===== src/rtl/bg_vram_writer.sv =====
// Background VRAM writer: packs three palette indices per word and streams them into VRAM.
// Optional solid-fill mode is compiled in when BGW_FILL_EN is defined.
module bg_vram_writer #(
   parameter int ADDR_W = 11,
   parameter int PIX_W  = 3
) (
   input  logic                 clk,
   input  logic                 rst_n,
`ifdef BGW_FILL_EN
   input  logic                 fill,
   input  logic [PIX_W-1:0]     fill_index,
`endif
   input  logic                 start,
   input  logic                 abort,
   input  logic [ADDR_W-1:0]    base_addr,
   input  logic [ADDR_W-1:0]    word_count,
   input  logic                 pix_valid,
   input  logic [PIX_W-1:0]     pix_data,
   output logic                 pix_ready,
   output logic [ADDR_W-1:0]    vram_addr,
   output logic [3*PIX_W-1:0]   vram_din,
   output logic                 vram_we,
   output logic                 busy,
   output logic                 done
);

   // state   | meaning
   // S_IDLE  | waiting for start
   // S_PACK  | collecting up to three pixels into word_q
   // S_WRITE | one-cycle write of the packed word
   // S_DONE  | one-cycle done pulse
   // S_FILL  | solid fill, one word per cycle (BGW_FILL_EN only)
   typedef enum logic [2:0] {
      S_IDLE,
      S_PACK,
      S_WRITE,
      S_DONE
`ifdef BGW_FILL_EN
      , S_FILL
`endif
   } state_t;

   localparam int WORD_W = 3*PIX_W;

   state_t              state, state_nxt;
   logic [ADDR_W-1:0]   addr_cnt, rem_cnt, last_addr;
   logic [1:0]          slot_cnt;
   logic [WORD_W-1:0]   word_q, last_din, wr_data;
   logic                start_acc, pix_acc, wr_fire, rem_last;
`ifdef BGW_FILL_EN
   logic [PIX_W-1:0]    fill_q;
`endif

   assign start_acc = (state == S_IDLE) && start;
   assign pix_acc   = (state == S_PACK) && pix_valid && !abort;
   assign rem_last  = (rem_cnt == ADDR_W'(1));

   always_comb begin
      wr_fire = (state == S_WRITE) && !abort;
      wr_data = word_q;
`ifdef BGW_FILL_EN
      if (state == S_FILL) begin
         wr_fire = !abort;
         wr_data = {3{fill_q}};
      end
`endif
   end

   always_ff @(posedge clk or negedge rst_n) begin
      if (!rst_n) state <= S_IDLE;
      else        state <= state_nxt;
   end

   always_comb begin
      state_nxt = state;
      case (state)
         S_IDLE: begin
            if (start) begin
               if (word_count == '0) state_nxt = S_DONE;
`ifdef BGW_FILL_EN
               else if (fill)        state_nxt = S_FILL;
`endif
               else                  state_nxt = S_PACK;
            end
         end
         S_PACK: begin
            if (abort)                               state_nxt = S_IDLE;
            else if (pix_valid && slot_cnt == 2'd2)  state_nxt = S_WRITE;
         end
         S_WRITE: begin
            if (abort)         state_nxt = S_IDLE;
            else if (rem_last) state_nxt = S_DONE;
            else               state_nxt = S_PACK;
         end
         S_DONE: state_nxt = S_IDLE;
`ifdef BGW_FILL_EN
         S_FILL: begin
            if (abort)         state_nxt = S_IDLE;
            else if (rem_last) state_nxt = S_DONE;
         end
`endif
         default: state_nxt = S_IDLE;
      endcase
   end

   always_ff @(posedge clk or negedge rst_n) begin
      if (!rst_n) begin
         addr_cnt  <= '0;
         rem_cnt   <= '0;
         slot_cnt  <= '0;
         word_q    <= '0;
         last_addr <= '0;
         last_din  <= '0;
`ifdef BGW_FILL_EN
         fill_q    <= '0;
`endif
      end else begin
         if (start_acc) begin
            addr_cnt <= base_addr;
            rem_cnt  <= word_count;
            slot_cnt <= '0;
`ifdef BGW_FILL_EN
            fill_q   <= fill_index;
`endif
         end
         if (pix_acc) begin
            case (slot_cnt)
               2'd0:    word_q[WORD_W-1  -: PIX_W] <= pix_data;
               2'd1:    word_q[2*PIX_W-1 -: PIX_W] <= pix_data;
               default: word_q[PIX_W-1:0]          <= pix_data;
            endcase
            slot_cnt <= slot_cnt + 2'd1;
         end
         // address wraps naturally at 2^ADDR_W
         if (wr_fire) begin
            addr_cnt  <= addr_cnt + ADDR_W'(1);
            rem_cnt   <= rem_cnt - ADDR_W'(1);
            slot_cnt  <= '0;
            last_addr <= addr_cnt;
            last_din  <= wr_data;
         end
      end
   end

   // bus shows the live word only while writing, otherwise the last word written
   assign vram_we   = wr_fire;
   assign vram_addr = wr_fire ? addr_cnt : last_addr;
   assign vram_din  = wr_fire ? wr_data  : last_din;
   assign pix_ready = (state == S_PACK);
   assign done      = (state == S_DONE) && !abort;
`ifdef BGW_FILL_EN
   assign busy      = (state == S_PACK) || (state == S_WRITE) || (state == S_FILL);
`else
   assign busy      = (state == S_PACK) || (state == S_WRITE);
`endif

endmodule


===== config.mk =====
export PLATFORM = sky130hd
export DESIGN_NAME = bg_vram_writer
export DESIGN_NICKNAME = d
export VERILOG_FILES = /design/src/rtl/bg_vram_writer.sv
export SDC_FILE = /design/constraint.sdc
export NUM_CORES = 1
export LEC_CHECK = 0
export BUFFER_PORTS_ARGS = -buffer_cell sky130_fd_sc_hd__buf_4
export CORE_UTILIZATION = 40
export DETAILED_ROUTE_END_ITERATION = 10
export MAX_ROUTING_LAYER = met4
export PLACE_DENSITY = 0.6
export SLEW_MARGIN = 10
export SYNTH_ARGS = -nofsm -noshare
export SYNTH_HDL_FRONTEND = slang
export SYNTH_SLANG_ARGS = --single-unit

===== constraint.sdc =====
create_clock -name clk -period 2 [get_ports clk]
set_clock_uncertainty 0.1 [all_clocks]
set_input_delay 0.4 -clock clk [delete_from_list [all_inputs] [get_ports clk]]
set_output_delay 0.4 -clock clk [all_outputs]
set_load 0.01 [all_outputs]

### Yosys cells after proc, flatten, opt, wreduce, memory -nomap -nowiden

Cells that the tools add are included.

| word-level totals | value |
|---|---|
| register bits | 56 |
| input port bits | 30 |
| word-level logic and storage cells | 55 |

| cells by class | value |
|---|---|
| add/subtract/negate cells | 3 |
| equal/unequal tests | 8 |
| mux-type cells | 16 |
| bitwise operators | 1 |
| reduce and logical (&&, ||, !) cells | 18 |

Operators by type and width:

| kind | count |
|---|---|
| 11-bit two-way mux | 5 |
| 2-bit two-way mux | 6 |
| 11-bit by 1-bit adder with 11-bit output, second input constant | 1 |
| 11-bit by 1-bit equality test with 1-bit output, second input constant | 1 |
| 11-bit logical NOT | 1 |
| 11-bit by 1-bit subtractor with 11-bit output, second input constant | 1 |
| 3-bit two-way mux | 3 |
| 9-bit two-way mux | 1 |
| 3-bit case mux with 3 select lines | 1 |
| 2-bit AND reduction | 4 |
| 3-bit by 2-bit equality test with 1-bit output, second input constant | 2 |
| 1-bit logical AND | 6 |
| 3-bit by 1-bit equality test with 1-bit output, second input constant | 1 |
| 3-bit logical NOT | 1 |
| 3-bit by 2-bit != test with 1-bit output, second input constant | 1 |
| 3-bit nonzero test | 1 |
| 2-bit by 1-bit adder with 2-bit output, second input constant | 1 |
| 2-bit by 1-bit equality test with 1-bit output, second input constant | 1 |
| 2-bit equality test, second input constant | 1 |
| 2-bit logical NOT | 1 |
| 2-bit != test, second input constant | 1 |
| 2-bit nonzero test | 1 |
| 2-bit OR reduction | 1 |
| 1-bit logical NOT | 1 |
| 2 further kinds | 2 |

### Depth between registers and ports, before layout

| logic depth | value |
|---|---|
| depth in word-level cells | 5 |
| gate-level depth with buffers | 9 |
| gate-level depth less buffers | 7 |

### Worst setup path before layout

OpenSTA, ideal clock, no wires.

| timing path | value |
|---|---|
| kind | register to output |
| start point | reg state[0] |
| end point | out vram_addr[0] |
| arrival time | 1576 ps |
| data required time | 1500 ps |
| setup slack | -76 ps |
| cell stages (with the launch flop) | 9 |
| path buffers | 2 |
| path through | dfrtp_1 > inv_1 > ha_1 > nand2b_4 > inv_4 > buf_2 > buf_1 > nand2_1 > nand2_1 |

| between the ends | value |
|---|---|
| longest elaborated chain between the ends | 3 |

RTL lines:

| what | line | text |
|---|---|---|
| from (decl) | 45 | `state_t state, state_nxt;` |
| from (signal assigned) | 71 | `else state <= state_nxt;` |
| 3-bit by 2-bit equality test with 1-bit output | 59 | `wr_fire = (state == S_WRITE) && !abort;` |
| 1-bit logical AND | 59 |  |
| net vram_we | 22 | `output logic vram_we,` |
| 11-bit two-way mux | - |  |
| to (decl) | 20 | `output logic [ADDR_W-1:0] vram_addr,` |

The timed path passes the listed nets, and every way through them passes these cells.

### Final worst setup path

| timing path | value |
|---|---|
| start point | reg state[0] |
| end point | out vram_addr[6] |

| between the ends | value |
|---|---|
| longest elaborated chain between the ends | 3 |

RTL lines:

| what | line |
|---|---|
| 3-bit by 2-bit equality test with 1-bit output | 59 |
| 1-bit logical AND | 59 |
| 11-bit two-way mux | - |

No other way between the ends.

==> impl_metrics.toml <==
[outcome]
status = "finished with violations"
violations = "negative setup slack"

[sta]
worst_pin_slew_ns = 0.718
finalMaxSlewViolations = 0
timing.fmax_mhz = 490
rsz0062_at_grt = "yes"
setup_viol_count_final = 18
worst_slack_ns = -0.0418
fin_crit_ns = 2.04
maxSlewHeadroom = 0.521
hold_viol_final = 0
fin_crit_sh = 1.02

[cts]
cts_tree = "done"
clock-root-buffer = "clkbuf_8"
cts_sinks = 55
cts_hold_buf = 0
cts-buffers-inserted = 5
clockBufferDepth = 2
clk_pin_slew_ns = 0.10
clk_latency_ns = 0.31
ctsHtreeMaxLevel = 2

[floorplan]
core_area_um2 = 6490
ios = 54
initial_core_util = 0.425
die_y_um = 85.0
rows = 29
die_w_um = 85.0
dieArea_um2 = 7230

[yosys]
synthAdderAreaFrac = 0.0499
synth_top_area_share = 0.499
synth_seq_cells = 55
synth_area_um2 = 2760
synth-xor-area-share = 0.00318
synth_most_common_cell = "nand2_1"
synth_commonest_cells = "nand2_1 (71), dfrtp_1 (55), nor2_1 (15), ha_1 (11), a21oi_1 (10)"
yosys_warnings = 0
synthMuxAreaShare = 0.0481
ys_async_sr_fraction = 1.00
synth_ff_type = "dfrtp_1"
syn_area_per_cell_um2 = 9.85
synthTopCellsByArea = "dfrtp_1 (50%), nand2_1 (9.7%), ha_1 (5.0%)"
synth_compound_area_frac = 0.135
synth_top_family_by_area = "simple AND/OR/NAND/NOR gates"
syn_inst = 280
synth-simple-area-share = 0.228
synth_nets = 321
synth_cell_type_count = 53
synth-edff-count = 0
ys_seq_area_frac = 0.499
synth_top_area_cell = "dfrtp_1"

[final_layout]
num_antenna_cells = 0
fin_nets = 404
area_delta_synth_final_pct = 42.7
fillers = 541
finalInstanceArea_um2 = 3940
drive_gt1_frac = 0.444

[detailed_routing]
wl_per_cell_um = 15.8
wl_met2_um = 3350
top_layer = "met4"
drt-met1-wl_um = 3250
firstDrtPassIters = 4
ant_nets = 0
drcViolationCount = 0
wl_um = 6950
wl_met3_um = 268
vias = 2390
drt-vias-per-instance = 5.43
drt-initial-drc-count = 148

[placement]
portBuffers = 53
placed_cell_area_um2 = 3320
place_hpwl_um = 4660
post-place-ws_ns = 0.0226
gp_congestion = 0.894

[worst_setup_path]
crit_path_end_kind = "primary output"
cp-startpoint = "state[0]"
arrival_ns = 1.54
cp.required_ns = 1.50
start_kind = "flop"
regToRegStartpoint = "state[1]"
crit_type = "reg -> out"
critical_path_peak_fanout = 8

[global_routing]
grt_usage = 0.205
antenna_found_initial = 0
grt_max_degree = 56
grt_pass1_vias = 2250
grt_first_pass_wirelength_um = 11400
grt-ovfl-total = 0

[pwr]
p_per_area_nw_per_um2 = 1410
ir_worst_vdd_mv = 0.604
p_leak_uw = 0.00185

[hold_path]
holdCritPathClass = "in -> async"

[job]
maxCapViolCount = 0
-- area by class of cell --
type	instances	area [um2]	area share
inverter	9	41.3	0.0105
clock inverter	2	37.5	0.00954
timing repair buffer	87	822	0.209
multi-input combinational	205	1490	0.380
clock buffer	5	68.8	0.0175
tap	77	96.3	0.0245
sequential	55	1380	0.350
-- state kept, by name, summed over array words and instances (netlist names) --
register	flops
addr_cnt	11
last_addr	11
last_din	9
rem_cnt	11
slot_cnt	2
state	2
word_q	9
-- layout by cell type, fill, tap and decap left out, types with 6 or more instances in the layout --
master,instances
nand2_2,29
nand2_1,29
mux2_2,7
dfrtp_1,55
ha_1,9
nor2_1,15
buf_4,63
nand2_4,13
a21oi_1,9
buf_6,17
nand3_1,7
nor3_1,6
-- cells by family (layout without fill, tap and decap cells) --
kind of cell | count (synthesis) | in the layout
simple gates | 128 | 128
flops | 55 | 55
compound gates | 53 | 53
buf+inv | 20 | 103
mux | 12 | 12
fa+ha+maj | 11 | 11
xor+xnor | 1 | 1
-- report_power, final --
group,switching [uW],internal [uW],total (uW)
Sequential,436,1610,2040
Combinational,1330,1440,2770
Clock,373,367,739
-- critical path, stage by stage (launching register included) --
cell and delay [ns]:
dfrtp_1 0.40, inv_2 0.08, ha_4 0.14, nand2b_4 0.10, inv_8 0.11, clkbuf_16 0.16
nand2_4 0.05, nand2_4 0.08, buf_6 0.09
-- routing by layer --
metal | GRT usage | vias up
met5 | - | -
met3 | 0.0331 | 10
met2 | 0.306 | 56
met1 | 0.292 | 1158
met4 | 0.0555 | 0
li1 | - | 1166
-- repair_timing --
| action | CTS | global route |
|---|---|---|
| setup buffers | 6 | 12 |
| setup endpoints to repair | 22 | 29 |
| pin swaps | 0 | 20 |
| resized for setup | 9 | 80 |
| gates cloned | 1 | 2 |
-- worst paths after layout --
| kind | end | slack [ns] | depth (start not counted) |
|---|---|---|---|
| setup / recovery | vram_addr[6] | -0.04 | 8 |
| hold / removal | state[0] | 0.03 | 1 |
| setup reg to reg | word_q[2] | 0.05 | 6 |
| hold reg to reg | last_din[8] | 0.38 | 2 |
| max in group asynchronous | addr_cnt[1] | 1.30 | 1 |
| min in group clk | addr_cnt[4] | 0.20 | 3 |
-- metrics by stage --
stage                     cells  setup TNS, ns  total power [uW]  utilization  hold WS, ns
after floorplan             280              0              3250            -      0.00441
final                       440         -0.358              5550        0.606       0.0324
after detailed placement    412              0              4170        0.511        0.364
after CTS                   426         -0.642              5010        0.544       0.0649
after global routing        440          -1.79              5950        0.606       0.0906
after global placement      412              0              4130        0.511        0.357
No activity file was read; power rests on OpenSTA's default activity.
